$ cat config.mk
export PLATFORM = sky130hd
export DESIGN_NAME = fetch_stage_flat
export DESIGN_NICKNAME = d
export VERILOG_FILES = /design/src/rtl/fetch_stage_if.sv /design/src/rtl/fetch_stage.sv /design/src/flat_wrapper.sv
export SDC_FILE = /design/constraint.sdc
export NUM_CORES = 1
export LEC_CHECK = 0
export BUFFER_PORTS_ARGS = -buffer_cell sky130_fd_sc_hd__buf_2
export CAP_MARGIN = 15
export CORE_MARGIN = 2
export CORE_UTILIZATION = 45
export CTS_BUF_LIST = sky130_fd_sc_hd__clkbuf_16
export DETAILED_ROUTE_END_ITERATION = 8
export PLACE_DENSITY = 0.89
export SKIP_CTS_REPAIR_TIMING = 1
export SLEW_MARGIN = 20
export SYNTH_ARGS = -nofsm -noshare
export SYNTH_HDL_FRONTEND = slang
export SYNTH_SLANG_ARGS = --single-unit
$ cat constraint.sdc
create_clock -name clk -period 3.9 [get_ports clk]
set_input_delay 0.585 -clock clk [delete_from_list [all_inputs] [get_ports clk]]
set_output_delay 0.585 -clock clk [all_outputs]
set_load 0.1 [all_outputs]
$ cat src/rtl/fetch_stage_if.sv
// Fetch-stage bus: instruction memory read port, redirect/halt control,
// and the decode-side valid/ready output with the delivered-instruction count.
interface fetch_stage_if;
  logic [31:0] imem_addr;
  logic [31:0] imem_data;
  logic        redirect_valid;
  logic [31:0] redirect_pc;
  logic        halt;
  logic        out_valid;
  logic        out_ready;
  logic [31:0] out_instr;
  logic [31:0] out_pc;
  logic [15:0] fetched_count;

  modport master (
    output imem_addr,
    input  imem_data,
    input  redirect_valid,
    input  redirect_pc,
    input  halt,
    output out_valid,
    input  out_ready,
    output out_instr,
    output out_pc,
    output fetched_count
  );

  modport slave (
    input  imem_addr,
    output imem_data,
    output redirect_valid,
    output redirect_pc,
    output halt,
    input  out_valid,
    output out_ready,
    input  out_instr,
    input  out_pc,
    input  fetched_count
  );
endinterface

$ cat src/rtl/fetch_stage.sv
// Program counter and fetch register feeding decode over valid/ready.
//
// state | meaning
// ------+--------------------------------------------------------------
// BOOT  | first cycle after reset, no fetch while memory init settles
// RUN   | fetching, one word per cycle when decode keeps up
// HALT  | no new fetches; a held word may still be taken by decode
module fetch_stage #(
  parameter logic [31:0] RESET_PC  = 32'h0,
  parameter int          MEM_BYTES = 32
) (
  input  logic       clk,
  input  logic       reset,
  fetch_stage_if.master bus
);

  // PC arithmetic is kept modulo the memory size so upper address bits stay 0.
  localparam logic [31:0] PC_MASK = 32'(MEM_BYTES - 1);

  typedef enum logic [1:0] {BOOT, RUN, HALT} state_t;

  state_t      state_q, state_d;
  logic [31:0] pc_q;
  logic        out_valid_q;
  logic [31:0] out_instr_q;
  logic [31:0] out_pc_q;
  logic [15:0] count_q;

  logic xfer;
  logic redir;
  logic load;

  assign xfer  = out_valid_q & bus.out_ready;
  assign redir = bus.redirect_valid & (state_q != BOOT);
  assign load  = (state_q == RUN) & ~bus.halt & (~out_valid_q | bus.out_ready);

  // Next-state decode; halt is level-sensitive in both directions.
  always_comb begin
    state_d = state_q;
    case (state_q)
      BOOT:    state_d = RUN;
      RUN:     if (bus.halt)  state_d = HALT;
      HALT:    if (!bus.halt) state_d = RUN;
      default: state_d = BOOT;
    endcase
  end

  // State register.
  always_ff @(posedge clk) begin
    if (reset) state_q <= BOOT;
    else       state_q <= state_d;
  end

  // PC, output register and counter; a redirect flushes the held word but the
  // same-cycle transfer still counts because decode already took it.
  always_ff @(posedge clk) begin
    if (reset) begin
      pc_q        <= RESET_PC & PC_MASK;
      out_valid_q <= 1'b0;
      out_instr_q <= 32'h0;
      out_pc_q    <= 32'h0;
      count_q     <= 16'h0;
    end else begin
      if (xfer) count_q <= count_q + 16'd1;
      if (redir) begin
        pc_q        <= {bus.redirect_pc[31:2], 2'b00} & PC_MASK;
        out_valid_q <= 1'b0;
      end else if (load) begin
        out_instr_q <= bus.imem_data;
        out_pc_q    <= pc_q;
        out_valid_q <= 1'b1;
        pc_q        <= (pc_q + 32'd4) & PC_MASK;
      end else if (xfer) begin
        out_valid_q <= 1'b0;
      end
    end
  end

  assign bus.imem_addr     = pc_q;
  assign bus.out_valid     = out_valid_q;
  assign bus.out_instr     = out_instr_q;
  assign bus.out_pc        = out_pc_q;
  assign bus.fetched_count = count_q;

endmodule

$ cat src/flat_wrapper.sv
// flat-port wrapper written by rule: the top's interface ports become plain ports
module fetch_stage_flat 
#(
  parameter logic [31:0] RESET_PC  = 32'h0,
  parameter int          MEM_BYTES = 32
)
  (clk, reset, bus_imem_addr, bus_imem_data, bus_redirect_valid, bus_redirect_pc, bus_halt, bus_out_valid, bus_out_ready, bus_out_instr, bus_out_pc, bus_fetched_count);
  fetch_stage_if bus_i ();
  input  logic clk;
  input  logic reset;
  output wire logic [$bits(bus_i.imem_addr)-1:0] bus_imem_addr;
  input wire logic [$bits(bus_i.imem_data)-1:0] bus_imem_data;
  input wire logic [$bits(bus_i.redirect_valid)-1:0] bus_redirect_valid;
  input wire logic [$bits(bus_i.redirect_pc)-1:0] bus_redirect_pc;
  input wire logic [$bits(bus_i.halt)-1:0] bus_halt;
  output wire logic [$bits(bus_i.out_valid)-1:0] bus_out_valid;
  input wire logic [$bits(bus_i.out_ready)-1:0] bus_out_ready;
  output wire logic [$bits(bus_i.out_instr)-1:0] bus_out_instr;
  output wire logic [$bits(bus_i.out_pc)-1:0] bus_out_pc;
  output wire logic [$bits(bus_i.fetched_count)-1:0] bus_fetched_count;
  assign bus_imem_addr = bus_i.imem_addr;
  assign bus_i.imem_data = bus_imem_data;
  assign bus_i.redirect_valid = bus_redirect_valid;
  assign bus_i.redirect_pc = bus_redirect_pc;
  assign bus_i.halt = bus_halt;
  assign bus_out_valid = bus_i.out_valid;
  assign bus_i.out_ready = bus_out_ready;
  assign bus_out_instr = bus_i.out_instr;
  assign bus_out_pc = bus_i.out_pc;
  assign bus_fetched_count = bus_i.fetched_count;
  fetch_stage #(.RESET_PC(RESET_PC), .MEM_BYTES(MEM_BYTES)) u_core (.clk(clk), .reset(reset), .bus(bus_i));
endmodule
==> metrics.md <==
| Metric | Value |
|---|---|
| Clk buf depth | 2 |
| Die ar. | 6580 µm² |
| Commonest cells after routing, fill and taps aside | buf_2 (94), nand2_1 (76), conb_1 (58) |
| Required @ worst endpoint | 4.05 ns |
| CTS tree | yes |
| Core area | 5820 µm² |
| H-tree Lvls | 3 |
| Hpwl dp | 3840 µm |
| Initial antenna violation count | 0 |
| WL final | 5480 µm |
| Area of the multi-input gates | 1230 µm² |
| FILL cells | 561 |
| DRT iter0 DRCs | 93 |
| Yosys cell types | 34 |
| Leak | 1.49 nW |
| CP Max Fanout | 35 |
| Largest net degree at the start of global routing | 59 |
| Clock Tree Root | clkbuf_16 |
| Layout cells sized above 1 | 26.1% |
| # setup viols final | 0 |
| Max Clk Rate | 495 MHz |
| Worst-Margin Slew | 1.04 ns |
| Drt drc | 0 |
| Sequential area share after synthesis | 42.7% |
| Clock slew at reported path FFs | 0.05 ns |
| Worst Hold Class | reg -> reg |
| RSZ-0062 raised after global routing | false |
| Num CTS Buffers | 9 |
| Chip height | 81.1 µm |
| Clk_skew | 0.00435 ns |
| Synth warn | 0 |
| PD cells | 551 nW/µm² |
| Max Cap Violations | 0 |
| Synth Cell Area | 2680 µm² |
| Hold Slack | 0.448 ns |
| Drt via density | 4.60 |
| Setup CP Type | reg -> reg |
| Slew margin rel. | 30.6% |
| GP Congestion | 0.728 |
| Commonest non-fill, non-tap cell in the layout | buf_2 |
| Setup TNS | 0 ns |
| Final Net Count | 487 |
| Power Total | 1.78 mW |
| Drt wl/cell | 11.0 µm |
| I/O Buffers | 94 |
| Sequential cell area | 1140 µm² |
| Tmin final | 2.02 ns |
| Global-route usage over all layers | 16.5% |
| Antenna Nets Post-Route | 0 |
| 1st-pass router iterations | 6 |
| Status | finished, final reports clean |
| Site Rows | 28 |
| # diodes | 0 |
| Tcrit/Tclk final | 51.8% |
| Max VDD drop | 276 µV |
| Crit path DAT | 2.17 ns |
| Vias in the first global route | 1,952 |
| Total grt overflow | 0 |
| Initial Util | 46.0% |
| Area delta synth->final | 20.6% |
| Worst-skew pair later-pin latency | 0.32 ns |
| First-pass GRT wire length | 8460 µm |
| Area post-placement | 2950 µm² |
| Cell area after layout | 3230 µm² |
| CP Capture Type | flop |
| Via count | 2,282 |
| Mapped Avg Cell Area | 8.23 µm² |
| Post-synthesis register bit count | 57 |
| Fin. max-slew vios | 0 |
| CP Launch Type | flop |
| Clock sink count | 57 |
| Ports | 182 |
| Mapped Cells | 325 |
| Final hold vios | 0 |
| Horiz. Die Dim | 81.1 µm |
-- flip-flops by register name, summed over array words and instances (netlist names) --
register                  count
u_core.bus.fetched_count     16
u_core.bus.out_instr         32
u_core.state_q                2
u_core.bus.imem_addr          3
u_core.bus.out_valid          1
u_core.bus.out_pc             3
-- where the power goes --
| part | leakage (nW) | internal, mW | switching, mW |
|---|---|---|---|
| Sequential | 0.462 | 0.600 | 0.0118 |
| Clock | 0.144 | 0.480 | 0.247 |
| Combinational | 0.884 | 0.0419 | 0.396 |
-- routing by layer --
| metal | part of all wire (%) | GRT usage, % |
|---|---|---|
| met5 | 0 | 0 |
| met1 | 43 | 19.8 |
| met2 | 48 | 26.7 |
| met3 | 7.4 | 6.44 |
| met4 | 1.5 | 6.44 |
-- critical path, stage by stage (launching register included) --
cell and delay, ns:
dfxtp_1 0.37, nor2b_2 0.23, or4_2 0.98, nand2_1 0.18
a21oi_1 0.08
-- path summary, 6_finish.rpt --
check,from,endpoint,slack (ns),cells past startpoint
worst max-delay path,u_core.bus.out_valid,u_core.bus.out_instr[13],1.88,4
worst min-delay path,u_core.bus.out_instr[8],u_core.bus.out_instr[8],0.45,2
worst max register to register,u_core.bus.out_valid,u_core.bus.out_instr[13],1.88,4
worst min register to register,u_core.bus.out_instr[8],u_core.bus.out_instr[8],0.45,2
-- synthesized netlist by cell type --
master | number | area [µm²]
inv_1 | 1 | 3.75
xor2_1 | 6 | 52.6
a21oi_1 | 40 | 200
buf_2 | 4 | 20.0
a211oi_1 | 3 | 22.5
nor3b_1 | 1 | 7.51
buf_6 | 3 | 33.8
nor4_4 | 1 | 21.3
nor2_1 | 19 | 71.3
or4_1 | 2 | 15.0
or3_1 | 2 | 12.5
dfxtp_1 | 57 | 1140
and4_1 | 3 | 26.3
nor4_1 | 2 | 12.5
nor4b_1 | 1 | 8.76
nand4_1 | 7 | 43.8
o31ai_1 | 1 | 7.51
buf_1 | 2 | 7.51
o21ai_1 | 1 | 5.00
conb_1 | 1 | 3.75
nor2b_2 | 1 | 8.76
nand2b_1 | 2 | 12.5
maj3_1 | 1 | 10.0
ha_1 | 2 | 25.0
a31o_2 | 1 | 8.76
buf_4 | 58 | 435
o21ai_0 | 2 | 10.0
nor3_1 | 4 | 20.0
clkbuf_1 | 5 | 18.8
a2bb2oi_1 | 1 | 8.76
mux2i_1 | 2 | 20.0
xnor2_1 | 8 | 70.1
nand2_1 | 76 | 285
nand3_1 | 5 | 25.0
-- metrics by stage --
stage	util [%]	setup slack [ns]	cells
2_1_floorplan	-	1.58	382
3_3_place_gp	50.6	1.60	480
3_5_place_dp	50.6	1.52	480
4_1_cts	55.4	1.74	496
5_1_grt	55.5	1.78	496
6_report	55.5	1.88	496
-- cells by family after synthesis --
| logic type | share of synthesized area [%] |
|---|---|
| other | 0.140 |
| adder cells (fa/ha/maj) | 1.31 |
| multiplexers | 0.748 |
| XOR/XNOR | 4.58 |
| AND/OR/NAND/NOR | 21.3 |
| buffers and inverters | 19.4 |
| flip-flops | 42.7 |
| AO/OA/AOI/OAI | 9.82 |
-- layout make-up --
class / instances / area share, %
multi-input combinational: 252 / 38.1
sequential: 57 / 35.4
timing repair buffer: 95 / 14.8
clock buffer: 9 / 6.98
tap: 75 / 2.91
clock inverter: 7 / 1.67
inverter: 1 / 0.116
(Power assumes the default switching activity.)
